--- config.mk ---
export PLATFORM = sky130hd
export DESIGN_NAME = reg_pipe_flat
export DESIGN_NICKNAME = d
export VERILOG_FILES = /design/src/rtl/reg_pipe_if.sv /design/src/rtl/reg_pipe.sv /design/src/flat_wrapper.sv
export SDC_FILE = /design/constraint.sdc
export NUM_CORES = 1
export LEC_CHECK = 0
export CORE_UTILIZATION = 51
export CTS_BUF_LIST = sky130_fd_sc_hd__clkbuf_4 sky130_fd_sc_hd__clkbuf_8 sky130_fd_sc_hd__clkbuf_16
export DETAILED_ROUTE_END_ITERATION = 12
export HOLD_SLACK_MARGIN = 0.15
export PLACE_DENSITY = 0.87
export SLEW_MARGIN = 20
export SYNTH_ARGS = -nofsm -noshare
export SYNTH_HDL_FRONTEND = slang
export SYNTH_SLANG_ARGS = --single-unit
--- constraint.sdc ---
create_clock -name clk -period 1.5 [get_ports clk]
set_input_delay 0.3 -clock clk [delete_from_list [all_inputs] [get_ports clk]]
set_output_delay 0.3 -clock clk [all_outputs]
set_load 0.03 [all_outputs]
--- src/rtl/reg_pipe_if.sv ---
// Valid/ready handshake bundle for reg_pipe: upstream (in_*) and downstream (out_*) sides.
// The pipeline takes the slave view; the environment that feeds and drains it takes master.
interface reg_pipe_if #(
   parameter int unsigned WIDTH     = 8,
   parameter int unsigned OUT_WIDTH = 8
);
   logic                 in_valid;
   logic                 in_ready;
   logic [WIDTH-1:0]     in_data;
   logic                 out_valid;
   logic                 out_ready;
   logic [OUT_WIDTH-1:0] out_data;

   modport master (
      output in_valid, in_data, out_ready,
      input  in_ready, out_valid, out_data
   );

   modport slave (
      input  in_valid, in_data, out_ready,
      output in_ready, out_valid, out_data
   );
endinterface

--- src/rtl/reg_pipe.sv ---
// Register pipeline of DEPTH valid/ready stages with bubble collapsing and synchronous clear.
// out_data is the last stage's payload, zero/sign-extended or truncated to OUT_WIDTH.
module reg_pipe #(
   parameter int unsigned      WIDTH       = 8,
   parameter int unsigned      DEPTH       = 2,
   parameter int unsigned      OUT_WIDTH   = 8,
   parameter bit               SIGN_EXT    = 1'b0,
   parameter logic [WIDTH-1:0] RESET_VALUE = '0
) (
   input logic       clk,
   input logic       rst,
   input logic       clr,
   reg_pipe_if.slave pipe
);

   logic [DEPTH-1:0] v_q, v_d;
   logic [DEPTH-1:0] rdy;
   logic [WIDTH-1:0] d_q [DEPTH];
   logic [WIDTH-1:0] d_d [DEPTH];

   // A stage can load when it is empty or everything downstream of it is moving.
   always_comb begin
      logic acc;
      acc = pipe.out_ready;
      rdy = '0;
      for (int i = int'(DEPTH) - 1; i >= 0; i--) begin
         acc    = ~v_q[i] | acc;
         rdy[i] = acc;
      end
   end

   always_comb begin
      v_d = v_q;
      d_d = d_q;
      if (clr) begin
         v_d = '0;
         for (int i = 0; i < int'(DEPTH); i++) begin
            d_d[i] = RESET_VALUE;
         end
      end else begin
         if (rdy[0]) begin
            v_d[0] = pipe.in_valid;
         end
         if (rdy[0] && pipe.in_valid) begin
            d_d[0] = pipe.in_data;
         end
         for (int i = 1; i < int'(DEPTH); i++) begin
            if (rdy[i]) begin
               v_d[i] = v_q[i-1];
            end
            if (rdy[i] && v_q[i-1]) begin
               d_d[i] = d_q[i-1];
            end
         end
      end
   end

   always_ff @(posedge clk or posedge rst) begin
      if (rst) begin
         v_q <= '0;
         for (int i = 0; i < int'(DEPTH); i++) begin
            d_q[i] <= RESET_VALUE;
         end
      end else begin
         v_q <= v_d;
         d_q <= d_d;
      end
   end

   assign pipe.in_ready  = rdy[0];
   assign pipe.out_valid = v_q[DEPTH-1];

   if (OUT_WIDTH > WIDTH) begin : g_extend
      logic fill;
      assign fill          = SIGN_EXT ? d_q[DEPTH-1][WIDTH-1] : 1'b0;
      assign pipe.out_data = {{(OUT_WIDTH - WIDTH){fill}}, d_q[DEPTH-1]};
   end else if (OUT_WIDTH == WIDTH) begin : g_pass
      assign pipe.out_data = d_q[DEPTH-1];
   end else begin : g_trunc
      assign pipe.out_data = d_q[DEPTH-1][OUT_WIDTH-1:0];
   end

endmodule

--- src/flat_wrapper.sv ---
// flat-port wrapper written by rule: the top's interface ports become plain ports
module reg_pipe_flat 
#(
   parameter int unsigned      WIDTH       = 8,
   parameter int unsigned      DEPTH       = 2,
   parameter int unsigned      OUT_WIDTH   = 8,
   parameter bit               SIGN_EXT    = 1'b0,
   parameter logic [WIDTH-1:0] RESET_VALUE = '0
)
  (clk, rst, clr, pipe_in_valid, pipe_in_data, pipe_out_ready, pipe_in_ready, pipe_out_valid, pipe_out_data);
  reg_pipe_if #(.WIDTH(WIDTH), .OUT_WIDTH(OUT_WIDTH)) pipe_i ();
  input logic clk;
  input logic rst;
  input logic clr;
  input wire logic [$bits(pipe_i.in_valid)-1:0] pipe_in_valid;
  input wire logic [$bits(pipe_i.in_data)-1:0] pipe_in_data;
  input wire logic [$bits(pipe_i.out_ready)-1:0] pipe_out_ready;
  output wire logic [$bits(pipe_i.in_ready)-1:0] pipe_in_ready;
  output wire logic [$bits(pipe_i.out_valid)-1:0] pipe_out_valid;
  output wire logic [$bits(pipe_i.out_data)-1:0] pipe_out_data;
  assign pipe_i.in_valid = pipe_in_valid;
  assign pipe_i.in_data = pipe_in_data;
  assign pipe_i.out_ready = pipe_out_ready;
  assign pipe_in_ready = pipe_i.in_ready;
  assign pipe_out_valid = pipe_i.out_valid;
  assign pipe_out_data = pipe_i.out_data;
  reg_pipe #(.WIDTH(WIDTH), .DEPTH(DEPTH), .OUT_WIDTH(OUT_WIDTH), .SIGN_EXT(SIGN_EXT), .RESET_VALUE(RESET_VALUE)) u_core (.clk(clk), .rst(rst), .clr(clr), .pipe(pipe_i));
endmodule
==> After elaboration in Yosys (flattened, before gate mapping) <==
Cells that the tools add are included.
{ "word_totals": {"regBits": 18, "output_inout_bits": 10, "mem_bits_ro": 0, "wordCells": 20, "latch_bits": 0, "mem_count": 0, "input_bits": 13, "mem_bits_rw": 0} }
{ "classes": {"eq_ne": 0, "addsub": 0, "magnitude_cmp": 0, "multipliers": 0, "reduce_logical": 6, "mux": 6, "n_shift": 0, "bitwise_logic": 4, "div_mod_pow": 0} }
{ "ops": {"columns": ["cell", "n"], "rows": [
  ["$mux 16", 1],
  ["$mux 8", 2],
  ["$reduce_bool 2->1", 4],
  ["$logic_and 1x1->1", 2],
  ["$mux 1", 2],
  ["$mux 2", 1],
  ["$not 1->1", 2],
  ["$or 1x1->1", 2]
]} }

==> Longest topological paths before layout <==
Gate-level depths: netlist of the first run.
{ "depth": {"depth_word": 6, "mapped_depth": 4, "ltp_nobuf": 3} }

==> Worst setup path before layout of the first run <==
Ideal clock, no wire load.
{ "synth_path": {"path_type": "register to output", "start": "register u_core.v_q[1]", "end": "output port pipe_in_ready", "required_ps": 1200, "t_arrival_ps": 1048, "path_slack_ps": 152, "n_path_buf": 1, "stages_incl_launch_ff": 4, "path_cell_list": "dfrtp_1 nor2b_4 buf_4 nand2_1"} }
{ "synth_via": {"elab_chain_len": 3} }
{ "synth_rtl": {"columns": ["element", "line_no", "text"], "rows": [
  ["start, declared", "reg_pipe.sv:16", "logic [DEPTH-1:0] v_q, v_d;"],
  ["start signal, assigned", "reg_pipe.sv:65", "v_q <= v_d;"],
  ["$not 1->1", "reg_pipe.sv:27", "acc = ~v_q[i] | acc;"],
  ["$or 1x1->1 (2 in series)", "reg_pipe.sv:27", null],
  ["end, declared", "flat_wrapper.sv:18", "output wire logic [$bits(pipe_i.in_ready)-1:0] pipe_in_ready;"]
]} }
Every way passes these cells.

==> Final worst setup path of the first run <==
Same ends and word-level chain as after synthesis.

==> impl_metrics.tcl, run 1 <==
set metrics [dict create \
    cap_violations 0 \
    register_area_um2 452 \
    drive_gt1_share_pct 13.1 \
    clk_latency_ns 0.29 \
    synth_adder_area_share_pct 0 \
    p_clk_share_pct 30.5 \
    p_leak_nw 0.552 \
    clock-sinks 18 \
    intPower_mw 0.733 \
    pwr-share-comb_pct 15.3 \
    num_rows 14 \
    synth-simple-area-share_pct 18.5 \
    h-tree-depth 1 \
    place.gp.congestion 0.777 \
    place_hpwl_um 1090 \
    syn_area_um2 908 \
    reg2reg_depth 5 \
    r2r_start "u_core.v_q[1]" \
    post_dp_cell_area_um2 1100 \
    path_class "flip-flop to output pin" \
    ios 23 \
    grtUsageTotal_pct 18.9 \
    grt_util_met1_pct 27.1 \
    synth_top_family_by_area "simple AND/OR/NAND/NOR gates" \
    setup_slack_ns 0.0656 \
    grt_overflow 0 \
    final_hold_viol_count 0 \
    cts_tree "yes" \
    p_per_area_nw_per_um2 845 \
    tightestPinTransition_ns 0.331 \
    grt_util_met3_pct 4.08 \
    dr.pass1.iters 6 \
    multi_input_area_um2 349 \
    p_sw_mw 0.234 \
    synth-seq-cells 18 \
    path_clk_slew_ns 0.10 \
    detail-route-antenna-nets 0 \
    io_buffers 22 \
    synth_compound_area_share_pct 11.2 \
    syn2layout_area_growth_pct 25.9 \
    fin_setup_tns_ns 0 \
    setup_viol 0 \
    crit_path_end "pipe_in_ready" \
    startpoint_type "flip-flop" \
    fp.dieArea_um2 1950 \
    crit_required_ns 1.20 \
    numCtsBuffers 3 \
    met2_usage_pct 28.2 \
    final_area_um2 1140 \
    start_util_pct 57.6 \
    critPathLaunch "u_core.v_q[1]" \
    critPathMaxFanout 4 \
    grt_busiest_layer "met2" \
    clockRootBuffer "clkbuf_4" \
    timing.rr.end "u_core.d_q[14]" \
    synthXorXnorAreaFrac_pct 0 \
    dpl_worst_slack_ns -0.0247 \
    fin_nets 121 \
    routed_via_density 5.26 \
    grt_pass1_vias 633 \
    seq_power_share_pct 54.1 \
    grt_max_degree 27 \
    diodes 0 \
    clock_skew_ns 0.00422 \
    clk_path_buf_depth 2 \
    totalWireLength_um 1550 \
    core_um2 1580 \
    fin_crit_sh_pct 95.6 \
    grt_pass1_wl_um 2730 \
    drc 0 \
    seq_area_frac_synth_pct 49.6 \
    drt_iter0_markers 13 \
    wire_per_inst_um 12.6 \
    cp.arrival_ns 1.13 \
    p_sw_share_pct 24.2 \
    finalMaxSlewViolations 0 \
    yosys_warnings 0 \
    critPathCaptureType "output pin" \
    grt_antenna_before_repair 0 \
    hold_class "input pin to asynchronous set/reset pin" \
    netlist_instances 89 \
    via_count 647 \
    synthMuxAreaShare_pct 8.82 \
    dieWidth_um 44.2 \
    ys_types 14 \
    syn-num-nets 102 \
    rrSetupSlack_ns 0.18 \
    fillers 132 \
    synth_area_per_cell_um2 10.2 \
    final.min_clock_period_ns 1.43 \
    vdd_drop_max_uv 583 \
    max_freq_ghz 0.697 \
    status "finished, final reports clean" \
    die_h_um 44.2 \
    slew_headroom_pct 77.9 \
]
-- logic make-up after synthesis --
family                 count (synthesis)
and+or+nand+nor                       28
AOI/OAI and AO/OA                     19
DFF                                   18
buffers and inverters                 16
muxes                                  8
-- cell usage in the layout (no fill, tap or decap) --
cell | netlist | final
inv_1 | 2 | 2
nand3_1 | 8 | 8
buf_4 | 10 | 5
nor2b_4 | 1 | 1
buf_12 | 0 | 2
dlymetal6s2s_1 | 0 | 1
dfrtp_2 | 0 | 1
mux2i_1 | 8 | 8
clkdlybuf4s50_1 | 0 | 11
o21ai_0 | 8 | 8
clkbuf_8 | 0 | 1
nor2_1 | 1 | 1
dfrtp_1 | 18 | 17
clkbuf_4 | 0 | 3
nand2_1 | 1 | 1
a21oi_1 | 10 | 10
nand2b_1 | 17 | 17
dlygate4sd2_1 | 0 | 9
a21boi_2 | 1 | 1
-- sequential cells by signal, indices dropped and copies added, names as in the netlist --
| signal | flops |
|---|---|
| u_core.pipe.out_data | 8 |
| u_core.v_q | 2 |
| u_core.d_q | 8 |
-- how the worst min path moves through the flow --
stage,end,slack (ns)
CTS,u_core.d_q[15],0.31
global placement,u_core.pipe.out_data[3],0.52
finish,u_core.d_q[15],0.30
floorplan,u_core.d_q[10],0.24
detailed placement,u_core.pipe.out_data[3],0.53
global route,u_core.d_q[13],0.34
-- power by group through the flow --
stage	combinational (mW)	clock, mW	sequential [mW]
6_report	0.148	0.295	0.523
3_5_place_dp	0.151	0	0.532
5_1_grt	0.162	0.323	0.526
3_3_place_gp	0.148	0	0.530
2_1_floorplan	0.0915	0	0.528
4_1_cts	0.147	0.297	0.522
-- Yosys cell counts --
cell / n / area (um2)
dfrtp_1: 18 / 450
nand2b_1: 17 / 106
a21oi_1: 10 / 50.1
buf_4: 10 / 75.1
mux2i_1: 8 / 80.1
nand3_1: 8 / 40.0
o21ai_0: 8 / 40.0
buf_2: 3 / 15.0
inv_1: 2 / 7.51
a21boi_2: 1 / 11.3
buf_6: 1 / 11.3
nand2_1: 1 / 3.75
nor2_1: 1 / 3.75
nor2b_4: 1 / 13.8
-- routing by layer --
metal	up-vias	routed length, um
li1	325	-
met1	293	688
met2	27	760
met3	2	91
met4	0	8
met5	-	0
-- what timing repair did --
item,CTS,global route
setup buffers,0,2
hold buffers,0,0
gates cloned,0,0
resized for setup,9,2
setup endpoints to repair,9,1
-- per-stage QoR --
stage / power, mW / std cells / utilization, % / hold slack, ns
2_1_floorplan: 0.619 / 89 / - / 0.239
3_3_place_gp: 0.678 / 117 / 69.8 / 0.522
3_5_place_dp: 0.683 / 117 / 69.8 / 0.530
4_1_cts: 0.966 / 121 / 71.3 / 0.311
5_1_grt: 1.01 / 123 / 72.5 / 0.339
6_report: 0.966 / 123 / 72.5 / 0.302
-- critical path, stage by stage, from the launching register on --
cell and delay (ns):
dfrtp_1 0.40, nor2b_4 0.19, nand2_1 0.08, buf_4 0.18
-- cell type report --
class	count	share of cell area, %
Inverter	2	0.656
Clock buffer	4	3.17
Sequential cell	18	39.5
Timing Repair Buffer	28	24.4
Tap cell	16	1.75
Multi-Input combinational cell	55	30.5
Note: power is estimated with default switching activity, not from simulation.
==> inputs of run 2 (changes only) <==
- CORE_UTILIZATION: 51 -> 55
- DONT_BUFFER_PORTS: default -> 1
- PLACE_DENSITY: 0.87 -> 0.74
==> run 2 against run 1 <==
Fmax is 2.0% higher; non-clock buffer count shrank 17; clock skew is 0.0038 ns lower; flip-flop and latch count is the same; critical path depth shrank 1; power down 4.3%; setup slack gained 0.028 ns; cell count fell by 14%; first-iteration DRC count is 38% higher; critical path type unchanged; largest power group unchanged.
==> impl_metrics.tcl, run 2 (synthesis gave the netlist of run 1 again) <==
set metrics [dict create \
    met3_length_um 61 \
    drive_gt1_share_pct 10.0 \
    cap_violations 0 \
    grt_antenna_before_repair 0 \
    layout_common_cells "dfrtp_1, nand2b_1, a21oi_1" \
    grt_max_degree 19 \
    vdd_drop_max_uv 464 \
    final.min_clock_period_ns 1.41 \
    hold_ws_ns 0.160 \
    numCtsBuffers 3 \
    wl_met1_um 709 \
    dieWidth_um 42.6 \
    finalMaxSlewViolations 0 \
    reg2reg_depth 3 \
    drt_iter0_markers 18 \
    start_util_pct 59.6 \
    grt_setup_unrepaired "false" \
    drc 0 \
    grt_pass1_wl_um 2560 \
    startpoint_type "flip-flop" \
    fin_nets 104 \
    diodes 0 \
    ios 23 \
    grtUsageTotal_pct 19.3 \
    clk_latency_ns 0.29 \
    rrSetupSlack_ns 0.32 \
    critPathMaxFanout 11 \
    via_count 572 \
    grt_pass1_vias 576 \
    clockRootBuffer "clkbuf_4" \
    path_clk_slew_ns 0.10 \
    fillers 124 \
    path_class "flip-flop to output pin" \
    clk_path_buf_depth 2 \
    max_freq_ghz 0.711 \
    timing.rr.end "u_core.pipe.out_data[4]" \
    clock_skew_ns 0.000421 \
    final_common_cell "dfrtp_1" \
    clock-sinks 18 \
    cp.arrival_ns 1.11 \
    p_per_area_nw_per_um2 952 \
    top_layer "met4" \
    wire_per_inst_um 13.6 \
    hold_class "input pin to flip-flop" \
    io_buffers 0 \
    whs_endpoint "u_core.d_q[11]" \
    place_inst 93 \
    cts_tree "yes" \
    finalNonFillerCells 106 \
    totalWireLength_um 1440 \
    place.gp.congestion 0.699 \
    min_from "pipe_in_data[3]" \
    routed_via_density 5.40 \
    h-tree-depth 1 \
    fp.dieArea_um2 1820 \
    dr_wl_met2_um 668 \
    fin_setup_tns_ns 0 \
    die_h_um 42.6 \
    final_hold_viol_count 0 \
    crit_required_ns 1.20 \
    detail-route-antenna-nets 0 \
    r2r_start "u_core.v_q[0]" \
    fin_util_pct 63.7 \
    num_rows 14 \
    critPathCaptureType "output pin" \
    p_leak_nw 0.430 \
    post-cts-setup-buffers 0 \
    status "finished, final reports clean" \
    grt_overflow 0 \
    syn2layout_area_growth_pct 6.89 \
    tightestPinTransition_ns 0.655 \
    setup_viol 0 \
    slew_headroom_pct 56.3 \
    fin_crit_sh_pct 93.8 \
    worstHoldPathCells 2 \
    core_um2 1520 \
    dr.pass1.iters 4 \
]
-- run 2: cell count changes in the layout (fill, tap and decap cells not counted) --
| cell | before | now |
|---|---|---|
| dlygate4sd2_1 | 9 | 0 |
| dlygate4sd3_1 | 0 | 9 |
| nand2_2 | 0 | 1 |
| clkdlybuf4s50_1 | 11 | 0 |
| buf_12 | 2 | 0 |
| buf_4 | 5 | 2 |
| dfrtp_2 | 1 | 0 |
| dfrtp_1 | 17 | 18 |
| nand2_1 | 1 | 0 |
| dlymetal6s2s_1 | 1 | 0 |
-- run 2: what timing repair did --
| action | in CTS | in global routing |
|---|---|---|
| endpoints found under the hold margin | 34 | 0 |
| hold buffers | 9 | 0 |
| resized for setup | 0 | 1 |
| endpoints found under the setup margin | 0 | 1 |
-- run 2: worst max-delay path by stage --
stage	depth (start not counted)	from	endpoint	slack (ns)
after floorplan	3	u_core.v_q[1]	pipe_in_ready	0.15
after global placement	2	u_core.v_q[1]	pipe_in_ready	0.36
after detailed placement	4	u_core.v_q[1]	u_core.d_q[11]	0.34
after CTS	2	u_core.v_q[1]	pipe_in_ready	0.02
after global routing	2	u_core.v_q[1]	pipe_in_ready	0.02
final	2	u_core.v_q[1]	pipe_in_ready	0.09
-- run 2: metrics by stage --
stage,total power [mW],setup WS [ns],instance area (um2)
floorplan,0.619,0.152,908
global placement,0.615,0.363,842
detailed placement,0.617,0.335,842
CTS,0.936,0.0180,968
global route,0.969,0.0180,971
finish,0.925,0.0935,971
-- run 2: power breakdown --
part | total (mW) | internal [mW] | leakage, nW | switching (mW)
Clock | 0.295 | 0.148 | 0.0210 | 0.147
Sequential | 0.534 | 0.506 | 0.243 | 0.0277
Combinational | 0.0960 | 0.0487 | 0.166 | 0.0472
-- run 2: worst max-delay path, stage by stage (launching register included) --
cell	delay (ns)
dfrtp_1	0.36
nor2b_4	0.27
nand2_2	0.18
-- run 2: layer usage --
metal	vias up	global-route usage [%]
met5	-	0
met4	0	13.1
met3	2	7.33
met2	22	27.6
met1	258	23.8
li1	290	-
-- run 2: final cells by class --
class,instances,area [um2],area share [%]
repair buffers,11,105,10.8
well taps,16,20.0,2.06
flip-flops and latches,18,450,46.4
multi-input cells,55,352,36.2
inverters,2,7.51,0.773
clock buffers,4,36.3,3.74
==> inputs of run 3 (changes only) <==
- SLEW_MARGIN: 20 -> 10
==> results of run 3 <==
Same layout as run 2: the final DEF is identical, and so are final timing and power.
